## config.mk

```make
export PLATFORM = sky130hd
export DESIGN_NAME = control_unit_pipe
export DESIGN_NICKNAME = d
export VERILOG_FILES = /design/src/rtl/control_unit_pipe.sv
export SDC_FILE = /design/constraint.sdc
export NUM_CORES = 1
export LEC_CHECK = 0
export ABC_AREA = 1
export ABC_CLOCK_PERIOD_IN_PS = 4250
export CAP_MARGIN = 10
export CORE_UTILIZATION = 35
export CTS_BUF_LIST = sky130_fd_sc_hd__clkbuf_4
export CTS_CLUSTER_SIZE = 12
export DETAILED_ROUTE_END_ITERATION = 7
export PLACE_DENSITY = 0.63
export SYNTH_ARGS = -nofsm -noshare
export SYNTH_HDL_FRONTEND = slang
export SYNTH_SLANG_ARGS = --single-unit
```

## constraint.sdc

```tcl
create_clock -name clk -period 4.25 [get_ports clk]
set_input_delay 0.85 -clock clk [delete_from_list [all_inputs] [get_ports clk]]
set_output_delay 0.85 -clock clk [all_outputs]
set_load 0.005 [all_outputs]
```

## src/rtl/control_unit_pipe.sv

```systemverilog
// control_unit_pipe
//   RV32I decode control with the ID/EX control register folded in. Decodes
//   the Decode-stage instruction, detects load-use hazards against the
//   instruction currently in Execute, and registers the control word (or a
//   bubble) into the Execute slot. Illegal instructions are flagged and
//   counted in a saturating counter.
//
// Ports
//   clk          clock, rising edge
//   rst          synchronous reset, active low
//   instr_d      Decode-stage instruction
//   valid_d      instr_d holds a real instruction
//   stall_e      hold the Execute slot
//   flush_e      load a bubble into the Execute slot
//   stall_fd     load-use stall request to IF/ID (combinational)
//   illegal_d    valid_d and instr_d unsupported (combinational)
//   valid_e      Execute slot holds a real instruction
//   RegWriteE .. Rs2E  registered control word and register fields
//   ill_cnt      saturating illegal-instruction count
module control_unit_pipe #(
  parameter int RA_W      = 5,
  parameter bit HAZARD_EN = 1'b1,
  parameter int ILL_CNT_W = 8
) (
  input  logic                 clk,
  input  logic                 rst,
  input  logic [31:0]          instr_d,
  input  logic                 valid_d,
  input  logic                 stall_e,
  input  logic                 flush_e,
  output logic                 stall_fd,
  output logic                 illegal_d,
  output logic                 valid_e,
  output logic                 RegWriteE,
  output logic                 MemWriteE,
  output logic                 BranchE,
  output logic                 JumpE,
  output logic                 ALUSrcE,
  output logic [1:0]           ResultSrcE,
  output logic [2:0]           ImmSrcE,
  output logic [2:0]           ALUControlE,
  output logic [2:0]           BrTypeE,
  output logic [RA_W-1:0]      RdE,
  output logic [RA_W-1:0]      Rs1E,
  output logic [RA_W-1:0]      Rs2E,
  output logic [ILL_CNT_W-1:0] ill_cnt
);

  localparam logic [6:0] OP_R      = 7'b0110011;
  localparam logic [6:0] OP_I      = 7'b0010011;
  localparam logic [6:0] OP_LOAD   = 7'b0000011;
  localparam logic [6:0] OP_STORE  = 7'b0100011;
  localparam logic [6:0] OP_BRANCH = 7'b1100011;
  localparam logic [6:0] OP_JAL    = 7'b1101111;
  localparam logic [6:0] OP_LUI    = 7'b0110111;

  localparam logic [2:0] ALU_ADD = 3'b000;
  localparam logic [2:0] ALU_SUB = 3'b001;
  localparam logic [2:0] ALU_AND = 3'b010;
  localparam logic [2:0] ALU_OR  = 3'b011;
  localparam logic [2:0] ALU_XOR = 3'b100;
  localparam logic [2:0] ALU_SLT = 3'b101;
  localparam logic [2:0] ALU_SLL = 3'b110;
  localparam logic [2:0] ALU_SRL = 3'b111;

  logic [6:0]      opcode;
  logic [2:0]      funct3;
  logic            funct7_5;
  logic [RA_W-1:0] rd_d, rs1_d, rs2_d;

  assign opcode   = instr_d[6:0];
  assign funct3   = instr_d[14:12];
  assign funct7_5 = instr_d[30];
  assign rd_d     = RA_W'(instr_d[11:7]);
  assign rs1_d    = RA_W'(instr_d[19:15]);
  assign rs2_d    = RA_W'(instr_d[24:20]);

  // funct3 -> ALU operation shared by R and I-ALU; 011 (sltu) is rejected
  // by the legality check, so its value here is irrelevant.
  function automatic logic [2:0] alu_f3(input logic [2:0] f3);
    case (f3)
      3'b001:  alu_f3 = ALU_SLL;
      3'b010:  alu_f3 = ALU_SLT;
      3'b100:  alu_f3 = ALU_XOR;
      3'b101:  alu_f3 = ALU_SRL;
      3'b110:  alu_f3 = ALU_OR;
      3'b111:  alu_f3 = ALU_AND;
      default: alu_f3 = ALU_ADD;
    endcase
  endfunction

  logic       reg_write_d, mem_write_d, branch_d, jump_d, alu_src_d;
  logic [1:0] result_src_d;
  logic [2:0] imm_src_d, alu_ctrl_d, br_type_d;
  logic       legal_d, uses_rs1, uses_rs2;

  always_comb begin
    reg_write_d  = 1'b0;
    mem_write_d  = 1'b0;
    branch_d     = 1'b0;
    jump_d       = 1'b0;
    alu_src_d    = 1'b0;
    result_src_d = 2'b00;
    imm_src_d    = 3'b000;
    alu_ctrl_d   = ALU_ADD;
    br_type_d    = 3'b000;
    legal_d      = 1'b0;
    uses_rs1     = 1'b0;
    uses_rs2     = 1'b0;
    case (opcode)
      OP_R: begin
        reg_write_d = 1'b1;
        uses_rs1    = 1'b1;
        uses_rs2    = 1'b1;
        if (funct7_5) begin
          alu_ctrl_d = ALU_SUB;
          legal_d    = (funct3 == 3'b000);
        end else begin
          alu_ctrl_d = alu_f3(funct3);
          legal_d    = (funct3 != 3'b011);
        end
      end
      OP_I: begin
        reg_write_d = 1'b1;
        alu_src_d   = 1'b1;
        uses_rs1    = 1'b1;
        alu_ctrl_d  = alu_f3(funct3);
        // bit 30 is immediate data except on shifts, where it selects srai
        legal_d     = (funct3 != 3'b011) && !(funct3 == 3'b101 && funct7_5);
      end
      OP_LOAD: begin
        reg_write_d  = 1'b1;
        alu_src_d    = 1'b1;
        result_src_d = 2'b01;
        uses_rs1     = 1'b1;
        legal_d      = (funct3 == 3'b010);
      end
      OP_STORE: begin
        mem_write_d = 1'b1;
        alu_src_d   = 1'b1;
        imm_src_d   = 3'b001;
        uses_rs1    = 1'b1;
        uses_rs2    = 1'b1;
        legal_d     = (funct3 == 3'b010);
      end
      OP_BRANCH: begin
        branch_d   = 1'b1;
        imm_src_d  = 3'b010;
        alu_ctrl_d = ALU_SUB;
        br_type_d  = funct3;
        uses_rs1   = 1'b1;
        uses_rs2   = 1'b1;
        legal_d    = (funct3 == 3'b000) || (funct3 == 3'b001) ||
                     (funct3 == 3'b100) || (funct3 == 3'b101);
      end
      OP_JAL: begin
        reg_write_d  = 1'b1;
        jump_d       = 1'b1;
        imm_src_d    = 3'b011;
        result_src_d = 2'b10;
        legal_d      = 1'b1;
      end
      OP_LUI: begin
        reg_write_d  = 1'b1;
        imm_src_d    = 3'b100;
        result_src_d = 2'b11;
        legal_d      = 1'b1;
      end
      default: legal_d = 1'b0;
    endcase
  end

  assign illegal_d = valid_d && !legal_d;

  // Only a load in Execute can produce a result too late to forward.
  logic lu;
  assign lu = HAZARD_EN && valid_d && valid_e && (ResultSrcE == 2'b01) &&
              (RdE != '0) &&
              ((uses_rs1 && (RdE == rs1_d)) || (uses_rs2 && (RdE == rs2_d)));
  assign stall_fd = lu;

  logic bubble;
  assign bubble = flush_e || lu || !valid_d || illegal_d;

  always_ff @(posedge clk) begin
    if (!rst) begin
      valid_e     <= 1'b0;
      RegWriteE   <= 1'b0;
      MemWriteE   <= 1'b0;
      BranchE     <= 1'b0;
      JumpE       <= 1'b0;
      ALUSrcE     <= 1'b0;
      ResultSrcE  <= 2'b00;
      ImmSrcE     <= 3'b000;
      ALUControlE <= 3'b000;
      BrTypeE     <= 3'b000;
      RdE         <= '0;
      Rs1E        <= '0;
      Rs2E        <= '0;
      ill_cnt     <= '0;
    end else begin
      if (!stall_e) begin
        if (bubble) begin
          valid_e     <= 1'b0;
          RegWriteE   <= 1'b0;
          MemWriteE   <= 1'b0;
          BranchE     <= 1'b0;
          JumpE       <= 1'b0;
          ALUSrcE     <= 1'b0;
          ResultSrcE  <= 2'b00;
          ImmSrcE     <= 3'b000;
          ALUControlE <= 3'b000;
          BrTypeE     <= 3'b000;
          RdE         <= '0;
          Rs1E        <= '0;
          Rs2E        <= '0;
        end else begin
          valid_e     <= 1'b1;
          RegWriteE   <= reg_write_d;
          MemWriteE   <= mem_write_d;
          BranchE     <= branch_d;
          JumpE       <= jump_d;
          ALUSrcE     <= alu_src_d;
          ResultSrcE  <= result_src_d;
          ImmSrcE     <= imm_src_d;
          ALUControlE <= alu_ctrl_d;
          BrTypeE     <= br_type_d;
          RdE         <= rd_d;
          Rs1E        <= rs1_d;
          Rs2E        <= rs2_d;
        end
      end
      if (illegal_d && !stall_e && !flush_e && (ill_cnt != '1))
        ill_cnt <= ill_cnt + ILL_CNT_W'(1);
    end
  end

endmodule

```

==> impl_metrics.json <==
{
  "core_area_um2": 5680,
  "dpl.hpwl_um": 4190,
  "cts_made_buffers": 5,
  "synth_cells": 312,
  "path_max_fanout": 6,
  "hold_class": "reg -> reg",
  "min_period_ps": 3540,
  "ctsResizeCount": 0,
  "fmax_ghz": 0.283,
  "hold_violations": 0,
  "setup_violations": 0,
  "clkTransAtPathRegs_ps": 130,
  "cts.path.max_buffers": 2,
  "post-place-ws_ps": 720,
  "synth_top_area_cell": "dfxtp_1",
  "cts_hold_buffers": 0,
  "yosysUniqueCellTypes": 32,
  "io_buffers": 72,
  "grt_pass1_wl_um": 9290,
  "crit_path_start_kind": "input port",
  "yosysWarnings": 0,
  "nets": 419,
  "io_pins": 79,
  "synth_seq_cells": 40,
  "crit_arrival_ps": 2690,
  "tightestPinTransition_ps": 1000,
  "critPathRequiredTime_ps": 3400,
  "fin_crit_sh_pct": 83.2,
  "clock_skew_ps": 10.6,
  "dieArea_um2": 6370,
  "grt_use_total_pct": 18.6,
  "antenna_found_initial": 0,
  "slew_viol_final": 0,
  "max-cap-violations": 0,
  "drt-initial-drc-count": 155,
  "drc_errors": 0,
  "insertion_delay_ps": 350,
  "syn_nets": 350,
  "syn_area_per_cell_um2": 6.79,
  "syn_area_um2": 2120,
  "fin_tns_setup_ps": 0,
  "synth_top_cells_by_count": "nand2_1 (76), dfxtp_1 (40), a21oi_1 (38)",
  "post_cts.repair.setup_buffers": 0,
  "cts-root-buf": "clkbuf_4",
  "vias": 2237,
  "die_x_um": 79.8,
  "wl_per_cell_um": 12.7,
  "async_flop_share_pct": 0,
  "grt_max_degree": 34,
  "ir_drop_v": 0.000174,
  "firstDrtPassIters": 5,
  "worst_setup_path_end_kind": "output pin",
  "die_y_um": 79.8,
  "rsz0062_at_grt": "no",
  "routabilityCongestion": 0.805,
  "setup_slack_ps": 714,
  "status": "finished clean",
  "htreeDepth": 2,
  "antenna_left": 0,
  "n_antenna_cell": 0,
  "initial_core_util_pct": 37.3,
  "slew_headroom_pct": 33.2,
  "synth_area_leaders": "dfxtp_1 (38%), nand2_1 (13%), a21oi_1 (9.0%), nand4_1 (7.7%), nor2_1 (6.0%)",
  "power_density_nw_per_um2": 245,
  "n_fill_cell": 573,
  "yosys.area.top_type_share_pct": 37.8,
  "synth_edf_count": 0,
  "synth_most_common_cell": "nand2_1",
  "p_leak_nw": 1.18,
  "rows": 27,
  "total_power_w": 0.000729,
  "via_per_inst": 4.93,
  "synth_top_flop_cell": "dfxtp_1",
  "cts_sinks": 40,
  "ys_seq_area_share_pct": 37.8,
  "grt_pass1_vias": 2010,
  "areaGrowthSynthToFinish_pct": 40.6,
  "crit_type": "in -> out",
  "cts_tree": "built",
  "drive_above_1_share_pct": 7.85,
  "drt_wl_total_um": 5780,
  "gr-total-overflow": 0
}
[per-layer routing]
layer / vias to the layer above / global-route usage [%] / share of wire [%]
met2: 64 / 29.1 / 46
met4: 0 / 4.46 / 0.76
met1: 994 / 25.0 / 48
li1: 1174 / - / -
met3: 5 / 5.37 / 5.6
met5: - / 0 / 0
[stage by stage]
| step | hold WS, ps | instances | cell area (um2) | utilization (%) |
|---|---|---|---|---|
| floorplan | 435 | 312 | 2120 | - |
| global placement | 427 | 446 | 2900 | 51.0 |
| detailed placement | 432 | 446 | 2900 | 51.0 |
| CTS | 452 | 454 | 2980 | 52.5 |
| global route | 484 | 454 | 2980 | 52.5 |
| finish | 448 | 454 | 2980 | 52.5 |
[state kept, by name (all words and copies together), names as in the netlist]
name and flops:
Rs2E 5, ALUSrcE 1, BranchE 1, RdE 5, ill_cnt 8, ResultSrcE 2
JumpE 1, ImmSrcE 3, BrTypeE 3, valid_e 1, ALUControlE 3, RegWriteE 1
MemWriteE 1, Rs1E 5
[final cells by class]
| cell class | count | area [um2] | share of cell area (%) |
|---|---|---|---|
| clock buffer | 5 | 37.5 | 1.26 |
| timing repair buffer | 76 | 751 | 25.2 |
| multi-input combinational | 225 | 1130 | 37.9 |
| sequential | 40 | 801 | 26.9 |
| clock inverter | 3 | 46.3 | 1.55 |
| tap | 72 | 90.1 | 3.02 |
| inverter | 33 | 125 | 4.20 |
[placed cells by master, fill, tap and decap left out, types with 2 or more instances in the layout]
master            n
nor2_1           34
nand3_1          14
buf_4             4
inv_2             4
or2_1             2
nand2_1          76
nor2_2            2
clkbuf_4          5
a21oi_1          38
xnor2_1           3
nand2_2           4
inv_1            28
nand4_1          26
o21ai_0           2
nand3_2           3
clkdlybuf4s50_1  72
o2111ai_1         2
dfxtp_1          40
xor2_1            4
nor3_1            4
[logic make-up (layout without fill, tap and decap cells)]
logic type | Yosys count | in the layout | synth area share [%]
DFF | 40 | 40 | 37.8
xor gates and xnor gates | 7 | 7 | 2.89
AOI/OAI and AO/OA | 47 | 47 | 12.2
and+or+nand+nor | 170 | 170 | 37.7
adders and majority gates | 1 | 1 | 0.590
buffers and inverters | 47 | 117 | 8.91
[worst paths after layout]
| kind | startpoint | slack (ps) | to | cells after the start |
|---|---|---|---|---|
| worst max-delay path | instr_d[4] | 710 | illegal_d | 10 |
| worst min-delay path | BrTypeE[1]$_SDFFE_PN0N_ | 450 | BrTypeE[1]$_SDFFE_PN0N_ | 2 |
| worst max register to register | RdE[1]$_SDFFE_PN0N_ | 2440 | BrTypeE[0]$_SDFFE_PN0N_ | 13 |
| worst min register to register | BrTypeE[1]$_SDFFE_PN0N_ | 450 | BrTypeE[1]$_SDFFE_PN0N_ | 2 |
[critical path, stage by stage]
cell             delay (ps)
clkdlybuf4s50_1         580
inv_2                    80
nand3_2                 120
inv_2                    50
nand2_2                  70
nand2_2                  70
nor2_2                  160
nand3_2                 100
nor2_1                  100
clkdlybuf4s50_1         500
[power breakdown]
group,internal [W],leakage [nW],total [W],switching (W)
logic,0.0000395,0.819,0.0000853,0.0000459
clock network,0.000126,0.0418,0.000266,0.000140
registers,0.000376,0.322,0.000378,0.00000143
No activity file was read; power rests on OpenSTA's default activity.
